<file path="config.mk">
export PLATFORM = sky130hd
export DESIGN_NAME = multicycle_controller_flat
export DESIGN_NICKNAME = d
export VERILOG_FILES = /design/src/rtl/multicycle_controller_if.sv /design/src/rtl/multicycle_controller.sv /design/src/flat_wrapper.sv
export SDC_FILE = /design/constraint.sdc
export NUM_CORES = 1
export LEC_CHECK = 0
export ABC_AREA = 0
export BUFFER_PORTS_ARGS = -buffer_cell sky130_fd_sc_hd__buf_2
export CAP_MARGIN = 40
export CORE_UTILIZATION = 45
export CTS_CLUSTER_SIZE = 24
export DETAILED_ROUTE_END_ITERATION = 10
export GPL_TIMING_DRIVEN = 0
export PLACE_DENSITY = 0.8
export SLEW_MARGIN = 0
export SYNTH_ARGS = -nofsm -noshare
export SYNTH_HDL_FRONTEND = slang
export SYNTH_SLANG_ARGS = --single-unit
</file>
<file path="constraint.sdc">
create_clock -name clk -period 1.55 [get_ports clk]
set_input_delay 0.155 -clock clk [delete_from_list [all_inputs] [get_ports clk]]
set_output_delay 0.155 -clock clk [all_outputs]
set_load 0.02 [all_outputs]
</file>
<file path="src/rtl/multicycle_controller_if.sv">
// Instruction fields, status inputs and control outputs between the
// multicycle datapath (master) and its controller (slave).
interface multicycle_controller_if;
   logic [6:0] op;
   logic [2:0] funct3;
   logic [6:0] funct7;
   logic       zero;
   logic       mem_ready;
   logic       pc_write;
   logic       adr_src;
   logic       mem_write;
   logic       ir_write;
   logic       reg_write;
   logic       illegal_op;
   logic [1:0] result_src;
   logic [1:0] alu_src_a;
   logic [1:0] alu_src_b;
   logic [2:0] imm_src;
   logic [2:0] alu_control;
   logic [3:0] state_o;

   modport master (
      output op, funct3, funct7, zero, mem_ready,
      input  pc_write, adr_src, mem_write, ir_write, reg_write, illegal_op,
      input  result_src, alu_src_a, alu_src_b, imm_src, alu_control, state_o
   );

   modport slave (
      input  op, funct3, funct7, zero, mem_ready,
      output pc_write, adr_src, mem_write, ir_write, reg_write, illegal_op,
      output result_src, alu_src_a, alu_src_b, imm_src, alu_control, state_o
   );
endinterface

</file>
<file path="src/rtl/multicycle_controller.sv">
// Moore-style control FSM for a multicycle RV32 subset datapath. Write strobes
// are gated low while rst_n is held so nothing is committed during reset.
module multicycle_controller (
   input  logic                   clk,
   input  logic                   rst_n,
   multicycle_controller_if.slave ctrl
);

   typedef enum logic [3:0] {
      S_FETCH    = 4'd0,
      S_DECODE   = 4'd1,
      S_MEMADR   = 4'd2,
      S_MEMREAD  = 4'd3,
      S_MEMWB    = 4'd4,
      S_MEMWRITE = 4'd5,
      S_EXECR    = 4'd6,
      S_EXECI    = 4'd7,
      S_ALUWB    = 4'd8,
      S_BRANCH   = 4'd9,
      S_JAL      = 4'd10,
      S_JALR     = 4'd11,
      S_JALRPC   = 4'd12,
      S_LUI      = 4'd13
   } state_t;

   localparam logic [6:0] OP_LOAD  = 7'b0000011;
   localparam logic [6:0] OP_STORE = 7'b0100011;
   localparam logic [6:0] OP_R     = 7'b0110011;
   localparam logic [6:0] OP_I     = 7'b0010011;
   localparam logic [6:0] OP_B     = 7'b1100011;
   localparam logic [6:0] OP_JAL   = 7'b1101111;
   localparam logic [6:0] OP_JALR  = 7'b1100111;
   localparam logic [6:0] OP_LUI   = 7'b0110111;
   localparam logic [6:0] OP_AUIPC = 7'b0010111;

   localparam logic [2:0] ALU_ADD = 3'b000;
   localparam logic [2:0] ALU_SUB = 3'b001;
   localparam logic [2:0] ALU_AND = 3'b010;
   localparam logic [2:0] ALU_OR  = 3'b011;
   localparam logic [2:0] ALU_SLT = 3'b101;

   localparam logic [1:0] SA_PC    = 2'b00;
   localparam logic [1:0] SA_OLDPC = 2'b01;
   localparam logic [1:0] SA_RS1   = 2'b10;
   localparam logic [1:0] SA_ZERO  = 2'b11;
   localparam logic [1:0] SB_RS2   = 2'b00;
   localparam logic [1:0] SB_IMM   = 2'b01;
   localparam logic [1:0] SB_FOUR  = 2'b10;
   localparam logic [1:0] RES_ALUOUT = 2'b00;
   localparam logic [1:0] RES_MEM    = 2'b01;
   localparam logic [1:0] RES_ALURES = 2'b10;

   function automatic logic [2:0] alu_r_dec(input logic [2:0] f3, input logic [6:0] f7);
      logic [2:0] code;
      case ({f3, f7})
         {3'b000, 7'h00}: code = ALU_ADD;
         {3'b000, 7'h20}: code = ALU_SUB;
         {3'b110, 7'h00}: code = ALU_OR;
         {3'b111, 7'h00}: code = ALU_AND;
         {3'b010, 7'h00}: code = ALU_SLT;
         default:         code = ALU_ADD;
      endcase
      return code;
   endfunction

   function automatic logic [2:0] alu_i_dec(input logic [2:0] f3);
      logic [2:0] code;
      case (f3)
         3'b000:  code = ALU_ADD;
         3'b110:  code = ALU_OR;
         3'b010:  code = ALU_SLT;
         3'b111:  code = ALU_AND;
         default: code = ALU_ADD;
      endcase
      return code;
   endfunction

   function automatic logic [2:0] imm_dec(input logic [6:0] opc);
      logic [2:0] sel;
      case (opc)
         OP_STORE:         sel = 3'b001;
         OP_B:             sel = 3'b010;
         OP_JAL:           sel = 3'b011;
         OP_LUI, OP_AUIPC: sel = 3'b100;
         default:          sel = 3'b000;
      endcase
      return sel;
   endfunction

   state_t     state_r;
   state_t     next_s;
   logic       pc_w_s, ir_w_s, reg_w_s, mem_w_s, ill_s, adr_s;
   logic [1:0] res_s, sa_s, sb_s;
   logic [2:0] alu_s;

   // State register with synchronous active-low reset.
   always_ff @(posedge clk) begin
      if (!rst_n) begin
         state_r <= S_FETCH;
      end else begin
         state_r <= next_s;
      end
   end

   // Next-state and per-state control decode; unlisted outputs stay 0.
   always_comb begin
      next_s  = state_r;
      pc_w_s  = 1'b0;
      ir_w_s  = 1'b0;
      reg_w_s = 1'b0;
      mem_w_s = 1'b0;
      ill_s   = 1'b0;
      adr_s   = 1'b0;
      res_s   = RES_ALUOUT;
      sa_s    = SA_PC;
      sb_s    = SB_RS2;
      alu_s   = ALU_ADD;
      case (state_r)
         S_FETCH: begin
            sb_s  = SB_FOUR;
            res_s = RES_ALURES;
            if (ctrl.mem_ready) begin
               ir_w_s = 1'b1;
               pc_w_s = 1'b1;
               next_s = S_DECODE;
            end else begin
               next_s = S_FETCH;
            end
         end
         S_DECODE: begin
            sa_s = SA_OLDPC;
            sb_s = SB_IMM;
            case (ctrl.op)
               OP_LOAD, OP_STORE: next_s = S_MEMADR;
               OP_R:              next_s = S_EXECR;
               OP_I:              next_s = S_EXECI;
               OP_B:              next_s = S_BRANCH;
               OP_JAL:            next_s = S_JAL;
               OP_JALR:           next_s = S_JALR;
               OP_LUI:            next_s = S_LUI;
               default: begin
                  next_s = S_FETCH;
                  ill_s  = 1'b1;
               end
            endcase
         end
         S_MEMADR: begin
            sa_s   = SA_RS1;
            sb_s   = SB_IMM;
            next_s = (ctrl.op == OP_LOAD) ? S_MEMREAD : S_MEMWRITE;
         end
         S_MEMREAD: begin
            adr_s  = 1'b1;
            next_s = ctrl.mem_ready ? S_MEMWB : S_MEMREAD;
         end
         S_MEMWB: begin
            res_s   = RES_MEM;
            reg_w_s = 1'b1;
            next_s  = S_FETCH;
         end
         S_MEMWRITE: begin
            adr_s   = 1'b1;
            mem_w_s = 1'b1;
            next_s  = ctrl.mem_ready ? S_FETCH : S_MEMWRITE;
         end
         S_EXECR: begin
            sa_s   = SA_RS1;
            alu_s  = alu_r_dec(ctrl.funct3, ctrl.funct7);
            next_s = S_ALUWB;
         end
         S_EXECI: begin
            sa_s   = SA_RS1;
            sb_s   = SB_IMM;
            alu_s  = alu_i_dec(ctrl.funct3);
            next_s = S_ALUWB;
         end
         S_ALUWB: begin
            reg_w_s = 1'b1;
            next_s  = S_FETCH;
         end
         S_BRANCH: begin
            sa_s   = SA_RS1;
            alu_s  = ALU_SUB;
            pc_w_s = ((ctrl.funct3 == 3'b000) &&  ctrl.zero) ||
                     ((ctrl.funct3 == 3'b001) && !ctrl.zero);
            next_s = S_FETCH;
         end
         S_JAL, S_JALRPC: begin
            sa_s   = SA_OLDPC;
            sb_s   = SB_FOUR;
            pc_w_s = 1'b1;
            next_s = S_ALUWB;
         end
         S_JALR: begin
            sa_s   = SA_RS1;
            sb_s   = SB_IMM;
            next_s = S_JALRPC;
         end
         S_LUI: begin
            sa_s   = SA_ZERO;
            sb_s   = SB_IMM;
            next_s = S_ALUWB;
         end
         default: begin
            next_s = S_FETCH;
         end
      endcase
   end

   assign ctrl.pc_write    = pc_w_s & rst_n;
   assign ctrl.ir_write    = ir_w_s & rst_n;
   assign ctrl.mem_write   = mem_w_s & rst_n;
   assign ctrl.reg_write   = reg_w_s & rst_n;
   assign ctrl.illegal_op  = ill_s & rst_n;
   assign ctrl.adr_src     = adr_s;
   assign ctrl.result_src  = res_s;
   assign ctrl.alu_src_a   = sa_s;
   assign ctrl.alu_src_b   = sb_s;
   assign ctrl.alu_control = alu_s;
   assign ctrl.imm_src     = imm_dec(ctrl.op);
   assign ctrl.state_o     = state_r;

endmodule

</file>
<file path="src/flat_wrapper.sv">
// flat-port wrapper written by rule: the top's interface ports become plain ports
module multicycle_controller_flat 
  (clk, rst_n, ctrl_op, ctrl_funct3, ctrl_funct7, ctrl_zero, ctrl_mem_ready, ctrl_pc_write, ctrl_adr_src, ctrl_mem_write, ctrl_ir_write, ctrl_reg_write, ctrl_illegal_op, ctrl_result_src, ctrl_alu_src_a, ctrl_alu_src_b, ctrl_imm_src, ctrl_alu_control, ctrl_state_o);
  multicycle_controller_if ctrl_i ();
  input  logic clk;
  input  logic rst_n;
  input wire logic [$bits(ctrl_i.op)-1:0] ctrl_op;
  input wire logic [$bits(ctrl_i.funct3)-1:0] ctrl_funct3;
  input wire logic [$bits(ctrl_i.funct7)-1:0] ctrl_funct7;
  input wire logic [$bits(ctrl_i.zero)-1:0] ctrl_zero;
  input wire logic [$bits(ctrl_i.mem_ready)-1:0] ctrl_mem_ready;
  output wire logic [$bits(ctrl_i.pc_write)-1:0] ctrl_pc_write;
  output wire logic [$bits(ctrl_i.adr_src)-1:0] ctrl_adr_src;
  output wire logic [$bits(ctrl_i.mem_write)-1:0] ctrl_mem_write;
  output wire logic [$bits(ctrl_i.ir_write)-1:0] ctrl_ir_write;
  output wire logic [$bits(ctrl_i.reg_write)-1:0] ctrl_reg_write;
  output wire logic [$bits(ctrl_i.illegal_op)-1:0] ctrl_illegal_op;
  output wire logic [$bits(ctrl_i.result_src)-1:0] ctrl_result_src;
  output wire logic [$bits(ctrl_i.alu_src_a)-1:0] ctrl_alu_src_a;
  output wire logic [$bits(ctrl_i.alu_src_b)-1:0] ctrl_alu_src_b;
  output wire logic [$bits(ctrl_i.imm_src)-1:0] ctrl_imm_src;
  output wire logic [$bits(ctrl_i.alu_control)-1:0] ctrl_alu_control;
  output wire logic [$bits(ctrl_i.state_o)-1:0] ctrl_state_o;
  assign ctrl_i.op = ctrl_op;
  assign ctrl_i.funct3 = ctrl_funct3;
  assign ctrl_i.funct7 = ctrl_funct7;
  assign ctrl_i.zero = ctrl_zero;
  assign ctrl_i.mem_ready = ctrl_mem_ready;
  assign ctrl_pc_write = ctrl_i.pc_write;
  assign ctrl_adr_src = ctrl_i.adr_src;
  assign ctrl_mem_write = ctrl_i.mem_write;
  assign ctrl_ir_write = ctrl_i.ir_write;
  assign ctrl_reg_write = ctrl_i.reg_write;
  assign ctrl_illegal_op = ctrl_i.illegal_op;
  assign ctrl_result_src = ctrl_i.result_src;
  assign ctrl_alu_src_a = ctrl_i.alu_src_a;
  assign ctrl_alu_src_b = ctrl_i.alu_src_b;
  assign ctrl_imm_src = ctrl_i.imm_src;
  assign ctrl_alu_control = ctrl_i.alu_control;
  assign ctrl_state_o = ctrl_i.state_o;
  multicycle_controller u_core (.clk(clk), .rst_n(rst_n), .ctrl(ctrl_i));
endmodule
</file>
==> out/metrics.cfg <==
[status]
status=complete, but fails checks
violations=design-rule violations, negative setup slack

[sta]
worst_pin_slew_ps=425
relSlewSlack=0.713
fin_skew_ps=3.28
setup_ws_ps=-214
period_minus_slack_ps=1760
clock.fmax_mhz=567
maxSlewViolCount=0
period_share=1.14
hold-worst-slack_ps=263
rsz0062_at_grt=true
setup-violations-final=8
hold_viol=0

[logic_synthesis]
yosysWarnings=0
synth_area_leaders=dfxtp_1, xnor2_1, buf_2
synth_largest_area_cell=dfxtp_1
synth.cell_area_sq_um=825
synth_top_area_frac=0.0971
syn_avg_cell_area_sq_um=7.30
synth-seq-cells=4
synthesis.nets=134
ys_types=51
syn-instance-count=113
synth_edf_count=0
yosysSeqAreaShare=0.0971
synthArstFlopShare=0
synth-main-ff-cell=dfxtp_1

[floorplan]
die_h_microns=44.8
die-area_sq_mm=0.00201
pin_count=43
num_rows=15
core-area_sq_mm=0.00173
initial_core_util=0.478
die_w_microns=44.8

[clock_network]
numCtsBuffers=3
cts_root_buf=clkbuf_4
cts_tree=yes
htreeDepth=1
cts.sinks=4
worstSkewPairLatency_ps=240
clk_path_buf_depth=2
cts.clk_slew.worst_paths_ps=40

[worst_setup_path]
crit_path_start=u_core.ctrl.state_o[0]
crit_path_start_kind=flip-flop
worstReg2RegStart=u_core.ctrl.state_o[2]
endpoint_kind=output port
critPathKind=reg -> out
required_ps=1390
worstPathArrival_ps=1610
critical_path.max_fanout=4

[global_routing]
antenna_found_initial=0
grt_pass1_wl_microns=4440
gr-total-overflow=0
grt_max_degree=11
first_global_vias=980
grt_usage=0.292

[worst_hold_path]
min_from=rst_n
worstHoldPathType=in -> reg

[route]
vias_per_cell=6.25
first_iter_violations=85
dr.pass1.iters=7
vias=1206
avgRoutedWirePerCell_microns=18.0
routed_wl_microns=3470
drt.antenna.violating_nets=0
drc=2

[place]
place_ws_ps=-136
dp_hpwl_microns=1730
place.gp.congestion=0.863
numPortBuffers=37
dpl.cell_count=175

[power]
ir_worst_vdd_uv=251
p_leak_nw=0.618
powerDensity_mw_per_mm2=317
p_total_uw=441

[final_layout]
nets=191
drive_gt1_frac=0.542
diodes=0
instances_no_fill=193
fin_util=0.805
largest_reg_flops=4
area_delta_synth_final_pct=68.6

[job]
cap_violations=0

-- power breakdown --
| part | internal, mW | switching, mW |
|---|---|---|
| clock | 0.0868 | 0.0450 |
| sequential | 0.103 | 0.00304 |
| combinational | 0.0910 | 0.112 |
| total | 0.281 | 0.160 |
-- metrics by stage --
step | setup TNS [ps] | area (sq um)
finish | -1080 | 1390
global route | -1400 | 1390
CTS | -675 | 1290
detailed placement | -136 | 1080
global placement | -115 | 1080
floorplan | -139 | 860
-- final timing paths --
path | end | slack, ps | cells past startpoint
setup reg to reg | u_core.ctrl.state_o[1] | -140 | 6
setup / recovery | ctrl_alu_control[0] | -210 | 6
hold / removal | u_core.ctrl.state_o[0] | 260 | 2
hold reg to reg | u_core.ctrl.state_o[2] | 680 | 3
-- metal layers --
layer  up-vias  GRT usage  part of all wire
li1        533          -                 -
met1       551      0.380              0.38
met2        99      0.506              0.48
met3        23     0.0440             0.095
met4         0     0.0727             0.043
met5         -          0                 0
-- cell usage in the layout, fill, tap and decap left out, types with 2 or more instances in the layout --
cell | Yosys | final
nand2_2 | 0 | 2
and4_1 | 2 | 2
clkbuf_1 | 2 | 2
nand2b_4 | 2 | 3
mux2i_1 | 2 | 2
o21ai_1 | 3 | 5
o21bai_1 | 2 | 2
dfxtp_4 | 0 | 2
nor2_1 | 5 | 5
nand3_1 | 3 | 3
or3b_1 | 2 | 2
o21a_1 | 2 | 2
nand2_1 | 8 | 5
xnor2_1 | 4 | 3
nor2b_1 | 3 | 3
nor3_1 | 6 | 4
a211oi_1 | 3 | 2
a31oi_1 | 3 | 3
and3_1 | 3 | 3
dfxtp_2 | 0 | 2
buf_6 | 2 | 10
buf_2 | 6 | 32
inv_1 | 2 | 2
a21oi_1 | 2 | 2
clkbuf_4 | 0 | 3
or3_1 | 2 | 2
a21boi_1 | 2 | 2
nand2b_1 | 4 | 3
buf_4 | 1 | 15
nor4b_2 | 1 | 2
buf_8 | 0 | 4
-- kinds of logic after synthesis --
logic type / count (synthesis) / synth area share
xor gates and xnor gates: 6 / 0.0637
buffers and inverters: 14 / 0.0956
AOI/OAI and AO/OA: 30 / 0.255
and+or+nand+nor: 57 / 0.464
muxes: 2 / 0.0243
DFF: 4 / 0.0971
-- Yosys cell counts (3+ instances only) --
cell type and n:
nand2_1 8, buf_2 6, nor3_1 6, nor2_1 5, dfxtp_1 4, nand2b_1 4, xnor2_1 4, a211oi_1 3
a31oi_1 3, and3_1 3, nand3_1 3, nor2b_1 3, o21ai_0 3, o21ai_1 3
-- worst max-delay path: stages, from the launching register on --
cell     delay [ps]
dfxtp_4         350
buf_8           130
inv_8            50
nand2_4          40
or4_4           530
o22ai_4         120
buf_6           140
-- layout make-up --
class	instances	area, sq um
Inverter	3	18.8
Sequential cell	4	90.1
Tap cell	25	31.3
Multi-Input combinational cell	95	774
Timing Repair Buffer	52	358
Buffer	11	95.1
Clock buffer	3	22.5
Fill cell	118	337
-- repair_timing --
| action | CTS | global route |
|---|---|---|
| cloned | 0 | 0 |
| hold buffers | 0 | 0 |
| endpoints found under the setup margin | 6 | 13 |
| setup buffers | 12 | 4 |
| pin swaps | 6 | 8 |
| gates resized for setup | 26 | 23 |
No activity file was read; power rests on OpenSTA's default activity.
